## config.mk

```make
export PLATFORM = sky130hd
export DESIGN_NAME = matrix_load_sequencer
export DESIGN_NICKNAME = d
export VERILOG_FILES = /design/src/rtl/matrix_load_sequencer_pkg.sv /design/src/rtl/mls_result_buffer.sv /design/src/rtl/matrix_load_sequencer.sv
export SDC_FILE = /design/constraint.sdc
export NUM_CORES = 1
export LEC_CHECK = 0
export CAP_MARGIN = 10
export CORE_MARGIN = 5
export CORE_UTILIZATION = 60
export CTS_BUF_LIST = sky130_fd_sc_hd__clkbuf_8
export DETAILED_ROUTE_END_ITERATION = 10
export DONT_BUFFER_PORTS = 1
export MAX_ROUTING_LAYER = met4
export PLACE_DENSITY = 0.89
export SLEW_MARGIN = 20
export SYNTH_ARGS = -nofsm -noshare
export SYNTH_HDL_FRONTEND = slang
export SYNTH_SLANG_ARGS = --single-unit
```

## constraint.sdc

```tcl
create_clock -name clk -period 3.77 [get_ports clk]
set_input_delay 0.754 -clock clk [delete_from_list [all_inputs] [get_ports clk]]
set_output_delay 0.754 -clock clk [all_outputs]
set_load 0.03 [all_outputs]
```

## src/rtl/matrix_load_sequencer_pkg.sv

```systemverilog
// Shared types and default sizing for the matrix load sequencer.
package matrix_load_sequencer_pkg;

   localparam int unsigned MLS_M          = 3;
   localparam int unsigned MLS_N          = 3;
   localparam int unsigned MLS_P          = 3;
   localparam int unsigned MLS_DATA_WIDTH = 8;
   localparam int unsigned MLS_TIMEOUT    = 1024;

   localparam int unsigned ADDR_A_W  = $clog2(MLS_M * MLS_N);
   localparam int unsigned ADDR_B_W  = $clog2(MLS_N * MLS_P);
   localparam int unsigned RES_IDX_W = $clog2(MLS_M * MLS_P) + 1;
   localparam int unsigned RES_W     = 2 * MLS_DATA_WIDTH;

   typedef enum logic [2:0] {
      S_IDLE   = 3'd0,
      S_LOAD_A = 3'd1,
      S_LOAD_B = 3'd2,
      S_START  = 3'd3,
      S_WAIT   = 3'd4,
      S_DRAIN  = 3'd5
   } mls_state_e;

   function automatic int unsigned mls_max(input int unsigned a, input int unsigned b);
      return (a > b) ? a : b;
   endfunction

endpackage

```

## src/rtl/mls_result_buffer.sv

```systemverilog
// Result buffer: simple dual-port RAM, synchronous write, registered read.
module mls_result_buffer
   import matrix_load_sequencer_pkg::*;
#(
   parameter int unsigned DEPTH = MLS_M * MLS_P,
   parameter int unsigned AW    = RES_IDX_W - 1,
   parameter int unsigned DW    = RES_W
) (
   input  logic          clk,
   input  logic          rst_n,
   input  logic          wr_en,
   input  logic [AW-1:0] wr_addr,
   input  logic [DW-1:0] wr_data,
   input  logic [AW-1:0] rd_addr,
   output logic [DW-1:0] rd_data
);

   logic [DW-1:0] mem_q [DEPTH];
   logic [DW-1:0] rd_data_q;
   logic [DW-1:0] rd_data_d;

   // Storage array; contents are not reset.
   always_ff @(posedge clk) begin
      if (wr_en) begin
         mem_q[wr_addr] <= wr_data;
      end
   end

   // Write-through on an address collision so a beat captured on the same
   // edge as the prefetch of that slot is seen immediately.
   always_comb begin
      rd_data_d = mem_q[rd_addr];
      if (wr_en && (wr_addr == rd_addr)) begin
         rd_data_d = wr_data;
      end
   end

   // Registered read port.
   always_ff @(posedge clk or negedge rst_n) begin
      if (!rst_n) begin
         rd_data_q <= '0;
      end else begin
         rd_data_q <= rd_data_d;
      end
   end

   assign rd_data = rd_data_q;

endmodule

```

## src/rtl/matrix_load_sequencer.sv

```systemverilog
// Host-side load/start/result sequencer for the matrix accelerator.
module matrix_load_sequencer
   import matrix_load_sequencer_pkg::*;
#(
   parameter int unsigned M              = MLS_M,
   parameter int unsigned N              = MLS_N,
   parameter int unsigned P              = MLS_P,
   parameter int unsigned DATA_WIDTH     = MLS_DATA_WIDTH,
   parameter int unsigned TIMEOUT_CYCLES = MLS_TIMEOUT
) (
   input  logic                      clk,
   input  logic                      rst_n,
   input  logic                      cmd_start,
   input  logic [1:0]                cmd_app_sel,
   input  logic                      in_valid,
   output logic                      in_ready,
   input  logic [DATA_WIDTH-1:0]     in_data,
   output logic [DATA_WIDTH-1:0]     a_data_out,
   output logic [$clog2(M*N)-1:0]    a_addr,
   output logic                      a_wen,
   output logic [DATA_WIDTH-1:0]     b_data_out,
   output logic [$clog2(N*P)-1:0]    b_addr,
   output logic                      b_wen,
   output logic [1:0]                app_select,
   output logic                      start_computation,
   input  logic                      computation_done,
   input  logic [2*DATA_WIDTH-1:0]   result_in,
   input  logic                      result_valid,
   output logic                      res_valid,
   input  logic                      res_ready,
   output logic [2*DATA_WIDTH-1:0]   res_data,
   output logic                      res_last,
   output logic                      busy,
   output logic                      err
);

   localparam int unsigned A_AW  = $clog2(M * N);
   localparam int unsigned B_AW  = $clog2(N * P);
   localparam int unsigned R_AW  = $clog2(M * P);
   localparam int unsigned R_IW  = R_AW + 1;
   localparam int unsigned RW    = 2 * DATA_WIDTH;
   localparam int unsigned LD_W  = $clog2(mls_max(M * N, N * P)) + 1;
   localparam int unsigned TMO_W = $clog2(TIMEOUT_CYCLES) + 1;

   localparam logic [LD_W-1:0]  A_LAST    = LD_W'(M * N - 1);
   localparam logic [LD_W-1:0]  B_LAST    = LD_W'(N * P - 1);
   localparam logic [R_IW-1:0]  RES_BEATS = R_IW'(M * P);
   localparam logic [TMO_W-1:0] TMO_LAST  = TMO_W'(TIMEOUT_CYCLES - 1);

   mls_state_e state_q, state_d;

   logic [LD_W-1:0]       cnt_q, cnt_d;
   logic [R_IW-1:0]       wr_idx_q, wr_idx_d;
   logic [R_IW-1:0]       rd_idx_q, rd_idx_d;
   logic [TMO_W-1:0]      tmo_q, tmo_d;
   logic                  err_q, err_d;
   logic [1:0]            app_sel_q, app_sel_d;
   logic                  a_wen_q, a_wen_d;
   logic [A_AW-1:0]       a_addr_q, a_addr_d;
   logic [DATA_WIDTH-1:0] a_data_q, a_data_d;
   logic                  b_wen_q, b_wen_d;
   logic [B_AW-1:0]       b_addr_q, b_addr_d;
   logic [DATA_WIDTH-1:0] b_data_q, b_data_d;

   logic            in_fire;
   logic            res_fire;
   logic            cap_ok;
   logic [R_IW-1:0] cap_cnt;
   logic            tmo_hit;
   logic            buf_we;
   logic [RW-1:0]   buf_rdata;

   assign in_fire  = in_valid && in_ready;
   assign res_fire = res_valid && res_ready;
   assign cap_ok   = result_valid && (wr_idx_q < RES_BEATS);
   assign cap_cnt  = wr_idx_q + R_IW'(cap_ok);
   assign tmo_hit  = (tmo_q == TMO_LAST);
   assign buf_we   = (state_q == S_WAIT) && cap_ok;

   // State register.
   always_ff @(posedge clk or negedge rst_n) begin
      if (!rst_n) begin
         state_q <= S_IDLE;
      end else begin
         state_q <= state_d;
      end
   end

   // Next-state logic.
   always_comb begin
      state_d = state_q;
      unique case (state_q)
         S_IDLE:   if (cmd_start) state_d = S_LOAD_A;
         S_LOAD_A: if (in_fire && (cnt_q == A_LAST)) state_d = S_LOAD_B;
         S_LOAD_B: if (in_fire && (cnt_q == B_LAST)) state_d = S_START;
         S_START:  state_d = S_WAIT;
         S_WAIT: begin
            // Done wins over a coincident timeout; nothing captured means nothing to drain.
            if (computation_done) begin
               state_d = (cap_cnt == '0) ? S_IDLE : S_DRAIN;
            end else if (tmo_hit) begin
               state_d = S_IDLE;
            end
         end
         S_DRAIN:  if (res_fire && res_last) state_d = S_IDLE;
         default:  state_d = S_IDLE;
      endcase
   end

   // Outputs decoded from the current state.
   always_comb begin
      in_ready          = (state_q == S_LOAD_A) || (state_q == S_LOAD_B);
      busy              = (state_q != S_IDLE);
      start_computation = (state_q == S_START);
      res_valid         = (state_q == S_DRAIN);
      res_last          = (state_q == S_DRAIN) && (rd_idx_q == (wr_idx_q - R_IW'(1)));
      res_data          = (state_q == S_DRAIN) ? buf_rdata : '0;
   end

   // Datapath next values: counters, write ports, error and app select.
   always_comb begin
      cnt_d     = cnt_q;
      wr_idx_d  = wr_idx_q;
      rd_idx_d  = rd_idx_q;
      tmo_d     = tmo_q;
      err_d     = err_q;
      app_sel_d = app_sel_q;
      a_wen_d   = 1'b0;
      a_addr_d  = a_addr_q;
      a_data_d  = a_data_q;
      b_wen_d   = 1'b0;
      b_addr_d  = b_addr_q;
      b_data_d  = b_data_q;
      unique case (state_q)
         S_IDLE: begin
            if (cmd_start) begin
               app_sel_d = cmd_app_sel;
               err_d     = 1'b0;
               cnt_d     = '0;
               wr_idx_d  = '0;
               rd_idx_d  = '0;
               tmo_d     = '0;
            end
         end
         S_LOAD_A: begin
            if (in_fire) begin
               a_wen_d  = 1'b1;
               a_addr_d = cnt_q[A_AW-1:0];
               a_data_d = in_data;
               cnt_d    = (cnt_q == A_LAST) ? '0 : cnt_q + LD_W'(1);
            end
         end
         S_LOAD_B: begin
            if (in_fire) begin
               b_wen_d  = 1'b1;
               b_addr_d = cnt_q[B_AW-1:0];
               b_data_d = in_data;
               cnt_d    = (cnt_q == B_LAST) ? '0 : cnt_q + LD_W'(1);
            end
         end
         S_START: begin
         end
         S_WAIT: begin
            tmo_d = tmo_q + TMO_W'(1);
            if (result_valid) begin
               if (cap_ok) wr_idx_d = wr_idx_q + R_IW'(1);
               else        err_d    = 1'b1;
            end
            if (computation_done) begin
               if (cap_cnt != RES_BEATS) err_d = 1'b1;
            end else if (tmo_hit) begin
               err_d = 1'b1;
            end
         end
         S_DRAIN: begin
            if (res_fire && !res_last) rd_idx_d = rd_idx_q + R_IW'(1);
         end
         default: begin
         end
      endcase
   end

   // Datapath registers.
   always_ff @(posedge clk or negedge rst_n) begin
      if (!rst_n) begin
         cnt_q     <= '0;
         wr_idx_q  <= '0;
         rd_idx_q  <= '0;
         tmo_q     <= '0;
         err_q     <= 1'b0;
         app_sel_q <= '0;
         a_wen_q   <= 1'b0;
         a_addr_q  <= '0;
         a_data_q  <= '0;
         b_wen_q   <= 1'b0;
         b_addr_q  <= '0;
         b_data_q  <= '0;
      end else begin
         cnt_q     <= cnt_d;
         wr_idx_q  <= wr_idx_d;
         rd_idx_q  <= rd_idx_d;
         tmo_q     <= tmo_d;
         err_q     <= err_d;
         app_sel_q <= app_sel_d;
         a_wen_q   <= a_wen_d;
         a_addr_q  <= a_addr_d;
         a_data_q  <= a_data_d;
         b_wen_q   <= b_wen_d;
         b_addr_q  <= b_addr_d;
         b_data_q  <= b_data_d;
      end
   end

   assign a_wen      = a_wen_q;
   assign a_addr     = a_addr_q;
   assign a_data_out = a_data_q;
   assign b_wen      = b_wen_q;
   assign b_addr     = b_addr_q;
   assign b_data_out = b_data_q;
   assign app_select = app_sel_q;
   assign err        = err_q;

   // Read address is the next index, so the registered read lands on the
   // cycle res_valid rises and stays put while the host stalls.
   mls_result_buffer #(
      .DEPTH (M * P),
      .AW    (R_AW),
      .DW    (RW)
   ) u_result_buffer (
      .clk     (clk),
      .rst_n   (rst_n),
      .wr_en   (buf_we),
      .wr_addr (wr_idx_q[R_AW-1:0]),
      .wr_data (result_in),
      .rd_addr (rd_idx_d[R_AW-1:0]),
      .rd_data (buf_rdata)
   );

endmodule

```

* Word level (Yosys, flattened, before mapping)
Memory sizes are Yosys's and may differ from the RTL's. A register that Yosys moved wholly into a read port is not among the register bits.
Cells that the tools add are included.
W data, S select, Z words.
** Word-level totals
- Flip-flop bits (word level) :: 58
- Memory bits (writable) :: 144
- Bits of input ports :: 33
- Output and inout port bits :: 50
- Logic and storage cells :: 99
- Memories :: 1
** Cells by class
- $add $sub $neg :: 6
- Order comparisons :: 1
- Equality and inequality tests :: 18
- Mux-type cells :: 33
- Reductions and logical operators :: 26
** Memories
- u_result_buffer.mem_q :: words 9, bits a word 16, rd ports 1, clocked after memory_dff 1, write ports 1, line mls_result_buffer.sv:18 : logic [DW-1:0] mem_q [DEPTH];
** Operators by type and width (number)
- $mux W5 :: 7
- $pmux W5 S2 :: 3
- $pmux W11 S2 :: 1
- $mux W3 :: 7
- $pmux W3 S6 :: 1
- $mux W16 :: 1
- $add A5 B1 Y5 const B :: 3
- $add A11 B1 Y11 const B :: 1
- $eq A11 B10 Y1 const B :: 1
- $mux W1 :: 11
- $mux W11 :: 1
- $ne A2 B2 Y1 const B :: 5
- $logic_and A1 B1 Y1 :: 8
- $reduce_and A2 Y1 :: 4
- $eq A3 B2 Y1 const B :: 2
- $eq A3 B3 Y1 const B :: 2
- $ne A2 B1 Y1 const B :: 3
- $reduce_and A3 Y1 :: 2
- $reduce_bool A2 Y1 :: 3
- $add A5 B1 Y5 :: 1
- $eq A5 B4 Y1 const B :: 1
- $eq A5 B5 Y1 :: 1
- $logic_not A5 Y1 :: 1
- $lt A5 B4 Y1 const B :: 1
- 12 further kinds :: 13

* Logic depth before layout (Yosys ltp)
- Depth after elaboration :: 7
- Depth in mapped cells :: 13

* Modules after synthesis
Synthesis repeated with hierarchy kept, for this count alone.
** Second synthesis, totals
- Cell total of the unflattened synthesis :: 568
- Area total of the unflattened synthesis :: 9313.9 sq um
** Modules (own cells, without submodules)
- mls_result_buffer :: times used 1, cells each 274, area an instance 6258.5 sq um, sequential area each 4724.5 sq um
- matrix_load_sequencer :: times used 1, cells each 294, area an instance 3055.4 sq um, sequential area each 1451.4 sq um

* Least setup slack after synthesis
Ideal clock, no wire load.
- Path type :: register to register
- From :: register wr_idx_q[0]
- To :: memory u_result_buffer.mem_q[8][0] in the netlist's numbering (enable)
- Setup time :: 0.436 ns
- Data arrival time :: 3.169 ns
- Required time :: 3.334 ns
- Setup slack :: 0.165 ns
- Stages on the path, launching flop included :: 6
- Clock period less this slack :: 3.605 ns
- Path through :: dfrtp_1 > or3_4 > a21oi_1 > and2_1 > nand2_1 > nor4b_1
** Between the ends
- Word-level cells in the longest chain between the ends :: 5
** Ends and longest elaborated chain
- start: declaration :: line matrix_load_sequencer.sv:53 : logic [R_IW-1:0] wr_idx_q, wr_idx_d;
- start signal: assignment :: line matrix_load_sequencer.sv:200 : wr_idx_q <= wr_idx_d;
- $lt A5 B4 Y1 :: line matrix_load_sequencer.sv:75 : assign cap_ok = result_valid && (wr_idx_q < RES_BEATS);
- $logic_and A1 B1 Y1 :: line matrix_load_sequencer.sv:75
- $logic_and A1 B1 Y1 :: line matrix_load_sequencer.sv:78 : assign buf_we = (state_q == S_WAIT) && cap_ok;
- $mux W1 :: line mls_result_buffer.sv:24 : if (wr_en) begin
- $mux W1 (not written as such) :: line mls_result_buffer.sv:25 : mem_q[wr_addr] <= wr_data;
- end: declaration :: line mls_result_buffer.sv:18
Several ways; a longest one is shown, not always the timed one.

* Worst setup path in the final report
- From :: register wr_idx_q[0]
- To :: register u_result_buffer.rd_data_q[10], in the netlist u_result_buffer.rd_data[10] (read register of u_result_buffer.mem_q)
** Between the ends
- Word-level cells in the longest chain between the ends :: 7
** Ends and longest elaborated chain
- $sub A5 B1 Y5 :: line matrix_load_sequencer.sv:116 : res_last = (state_q == S_DRAIN) && (rd_idx_q == (wr_idx_q - R_IW'(1)));
- $eq A5 B5 Y1 :: line matrix_load_sequencer.sv:116
- $logic_and A1 B1 Y1 :: line matrix_load_sequencer.sv:116
- $logic_not A1 Y1 :: line matrix_load_sequencer.sv:176 : if (res_fire && !res_last) rd_idx_d = rd_idx_q + R_IW'(1);
- $logic_and A1 B1 Y1 :: line matrix_load_sequencer.sv:176
- $mux W5 :: line matrix_load_sequencer.sv:176
- $pmux W5 S2 :: line matrix_load_sequencer.sv:134 : unique case (state_q)
- end: declaration :: line mls_result_buffer.sv:19 : logic [DW-1:0] rd_data_q;
Every way passes these cells. The select of a mux whose other input is x is not followed.
A chain may end at the register's enable or synchronous reset.

==> reports/qor.yml <==
worst_setup_path:
  crit_top_cell: "a32oi_1"
  critical-path-slowest-cell: "o21ai_4"
  max_stage_delay_ns: 0.61
  path_delay_family: "compound AO/OA/AOI/OAI gates"
  cp-start-kind: "flip-flop"
  critical_path_class: "reg -> reg"
  worst-path-buf-inv: 2
  cp-end-kind: "flip-flop"
  crit_arrival_ns: 3.98
  worstPathRequired_ns: 4.22
  crit_chain: "inv_1 -> ha_1 -> nor4bb_1 -> o211a_1 -> o211a_2 -> o21ai_4 -> buf_4 -> a32oi_1 -> a32oi_1 -> o221ai_1 -> mux2i_1"
  critPathMaxFanout: 41
synthesis:
  async_flop_share: 0.3394
  synth_nets: 785
  synth_flop_cell: "edfxtp_1"
  synth.cell_area_mm2: 0.009540
  yosys_warnings: 0
  ys_ff_latch: 218
  synth_cells: 742
  synth_cell_types: 52
  syn_avg_cell_area_um2: 12.86
  synth_edf_count: 144
  ys_seq_area_frac: 0.6473
timing:
  setup_tns_ns: 0
  rsz0062_at_grt: "no"
  period_share: 0.9379
  period_needed_ns: 3.536
  whs_ns: 0.09669
  slew_viol_final: 0
  timing_hold_violations_final: 0
  worstMarginPinSlew_ns: 0.8160
  setup_violations: 0
  finClkSkew_ns: 0.02051
  slew_headroom: 0.4540
  fmax_mhz: 282.8
floorplanning:
  die_x_um: 136.1
  core_mm2: 0.01571
  pin_count: 83
  die_h_um: 136.1
  start_util: 0.6072
  die_area_mm2: 0.01852
  num_rows: 46
clocking:
  cts_tree: "yes"
  post_cts_buffers: 0
  cts_hold_buf: 1
  insertion_delay_ns: 0.54
  clock_sinks: 218
  post_cts_resized: 0
  root_buffer: "clkbuf_8"
  htreeDepth: 2
  clockBufferDepth: 3
  path_clk_slew_ns: 0.06
  cts_inserted_buffers: 35
global_route:
  grt_use_met3: 0.06662
  grt_pass1_wl_um: 35160
  top_usage_layer: "met2"
  antenna_found_initial: 0
  grtUsageMet1: 0.2989
  grt_pass1_vias: 6672
  gr-total-overflow: 0
  gr-usage-met2: 0.4125
  grt_usage: 0.2534
  grt_max_degree: 75
drt:
  via_count: 6478
  drt-initial-drc-count: 753
  wirelength_um: 22140
  drtPass1Iterations: 5
  viasPerCell: 6.557
  drc: 0
  ant_nets: 0
  routedWlPerCell_um: 22.41
power_and_ir_drop:
  leakagePower_nw: 3.997
  vdd_drop_max_mv: 0.5349
  power_density_mw_per_mm2: 710.4
finish:
  multi_input_area_mm2: 0.003087
  register_area_mm2: 0.006176
  postLayoutCellArea_mm2: 0.01055
  layout.cells.non_filler: 988
  nNetsFinal: 789
  drive_gt1_frac: 0.1554
  n_fill_cell: 1041
  syn_to_final_growth_pct: 10.57
  antenna_cells: 0
placement:
  dp_hpwl_um: 12700
  placed_cell_area_mm2: 0.009823
  place_inst: 924
  io_buffers: 0
  place.gp.congestion: 0.8597
job:
  cap_violations: 0
hold_path:
  hp-class: "in -> async"
status:
  status: "completed"
[power breakdown]
| part | leakage [nW] | internal, mW | switching (mW) |
|---|---|---|---|
| registers | 2.24 | 2.88 | 0.494 |
| logic | 1.38 | 0.820 | 1.30 |
| clock network | 0.378 | 1.08 | 0.922 |
[placed cells by master, fill, tap and decap left out, types with 9 or more instances in the layout]
| cell type | netlist | final |
|---|---|---|
| a32oi_1 | 64 | 64 |
| and2_1 | 29 | 29 |
| and3_1 | 9 | 9 |
| buf_4 | 1 | 24 |
| clkbuf_8 | 0 | 38 |
| dfrtp_1 | 74 | 74 |
| edfxtp_1 | 144 | 144 |
| ha_1 | 10 | 10 |
| inv_1 | 24 | 31 |
| mux2_2 | 27 | 27 |
| mux2i_1 | 18 | 18 |
| nand2_1 | 37 | 37 |
| nand2b_1 | 19 | 19 |
| nand3_1 | 45 | 45 |
| nor2_1 | 9 | 9 |
| o21ai_0 | 87 | 87 |
| o221ai_1 | 16 | 16 |
[cell usage after synthesis, drive strengths merged, types with 5 or more instances]
| cell | count | area share |
|---|---|---|
| xnor2 | 8 | 0.0081 |
| inv | 24 | 0.0094 |
| nand2 | 38 | 0.015 |
| ha | 10 | 0.013 |
| and3 | 9 | 0.0059 |
| xor2 | 5 | 0.0046 |
| nand3 | 46 | 0.025 |
| dfrtp | 74 | 0.19 |
| nor2 | 9 | 0.0035 |
| o221ai | 16 | 0.015 |
| o21ai | 91 | 0.048 |
| clkbuf | 52 | 0.020 |
| and2 | 29 | 0.019 |
| a21oi | 7 | 0.0037 |
| mux2i | 18 | 0.019 |
| edfxtp | 144 | 0.45 |
| mux2 | 27 | 0.032 |
| a32oi | 64 | 0.059 |
| nand2b | 19 | 0.012 |
| buf | 7 | 0.0051 |
| nor3 | 11 | 0.0058 |
[path summary, 6_finish.rpt]
kind / from / end / slack (ns) / depth (start not counted)
min in group clk: result_in[11] / u_result_buffer.mem_q[7][11] / 0.30 / 0
worst min register to register: tmo_q[10] / tmo_q[10] / 0.49 / 1
max in group asynchronous: rst_n / cnt_q[1] / 3.33 / 1
worst max-delay path: wr_idx_q[0] / u_result_buffer.rd_data[10] / 0.23 / 11
worst max register to register: wr_idx_q[0] / u_result_buffer.rd_data[10] / 0.23 / 11
worst min-delay path: rst_n / u_result_buffer.rd_data[15] / 0.1 / 1
[layer usage]
metal	share of wire	routed length, um	vias to the layer above
li1	-	-	2852
met1	0.36	8026	3154
met2	0.50	11000	405
met3	0.11	2428	67
met4	0.031	690	0
met5	0	0	-
[logic make-up (layout without fill, tap and decap cells)]
logic type               Yosys count  after routing  synth area share
buffers and inverters             83            113           0.03502
multiplexers                      45             45           0.05075
AO/OA/AOI/OAI                    191            191            0.1367
adder cells (fa/ha/maj)           10             10           0.01311
XOR/XNOR                          13             13           0.01272
flip-flops                       218            218            0.6473
AND/OR/NAND/NOR                  182            182            0.1044
[through the flow]
step                utilization  setup slack, ns  total power [mW]
global placement         0.6252           0.4426             5.337
detailed placement       0.6252           0.3088             5.487
finish                   0.6714           0.2340             7.494
CTS                      0.6714           0.2984             7.518
global route             0.6714          0.03052             7.906
floorplan                     -           0.1647             4.938
[area by class of cell]
cell class	count	area share
clock inverter	25	0.01661
inverter	24	0.008540
sequential	218	0.5855
clock buffer	38	0.04958
timing repair buffer	26	0.02159
tap	216	0.02562
multi-input combinational	441	0.2926
[worst register-to-register path: cells and delay by family, from the launching register on]
kind / cells / cell delay, ns
AOI/OAI and AO/OA: 6 / 1.65
adders and majority gates: 1 / 0.27
buffers and inverters: 2 / 0.69
DFF: 1 / 0.51
muxes: 1 / 0.19
and+or+nand+nor: 1 / 0.15
[state kept, by name (all words and copies together), names as in the netlist]
register	cells
a_addr	4
a_data_out	8
a_wen	1
app_select	2
b_addr	4
b_data_out	8
b_wen	1
cnt_q	5
err	1
rd_idx_q	5
state_q	3
tmo_q	11
u_result_buffer.mem_q	144
u_result_buffer.rd_data	16
wr_idx_q	5
No activity file was read; power rests on OpenSTA's default activity.
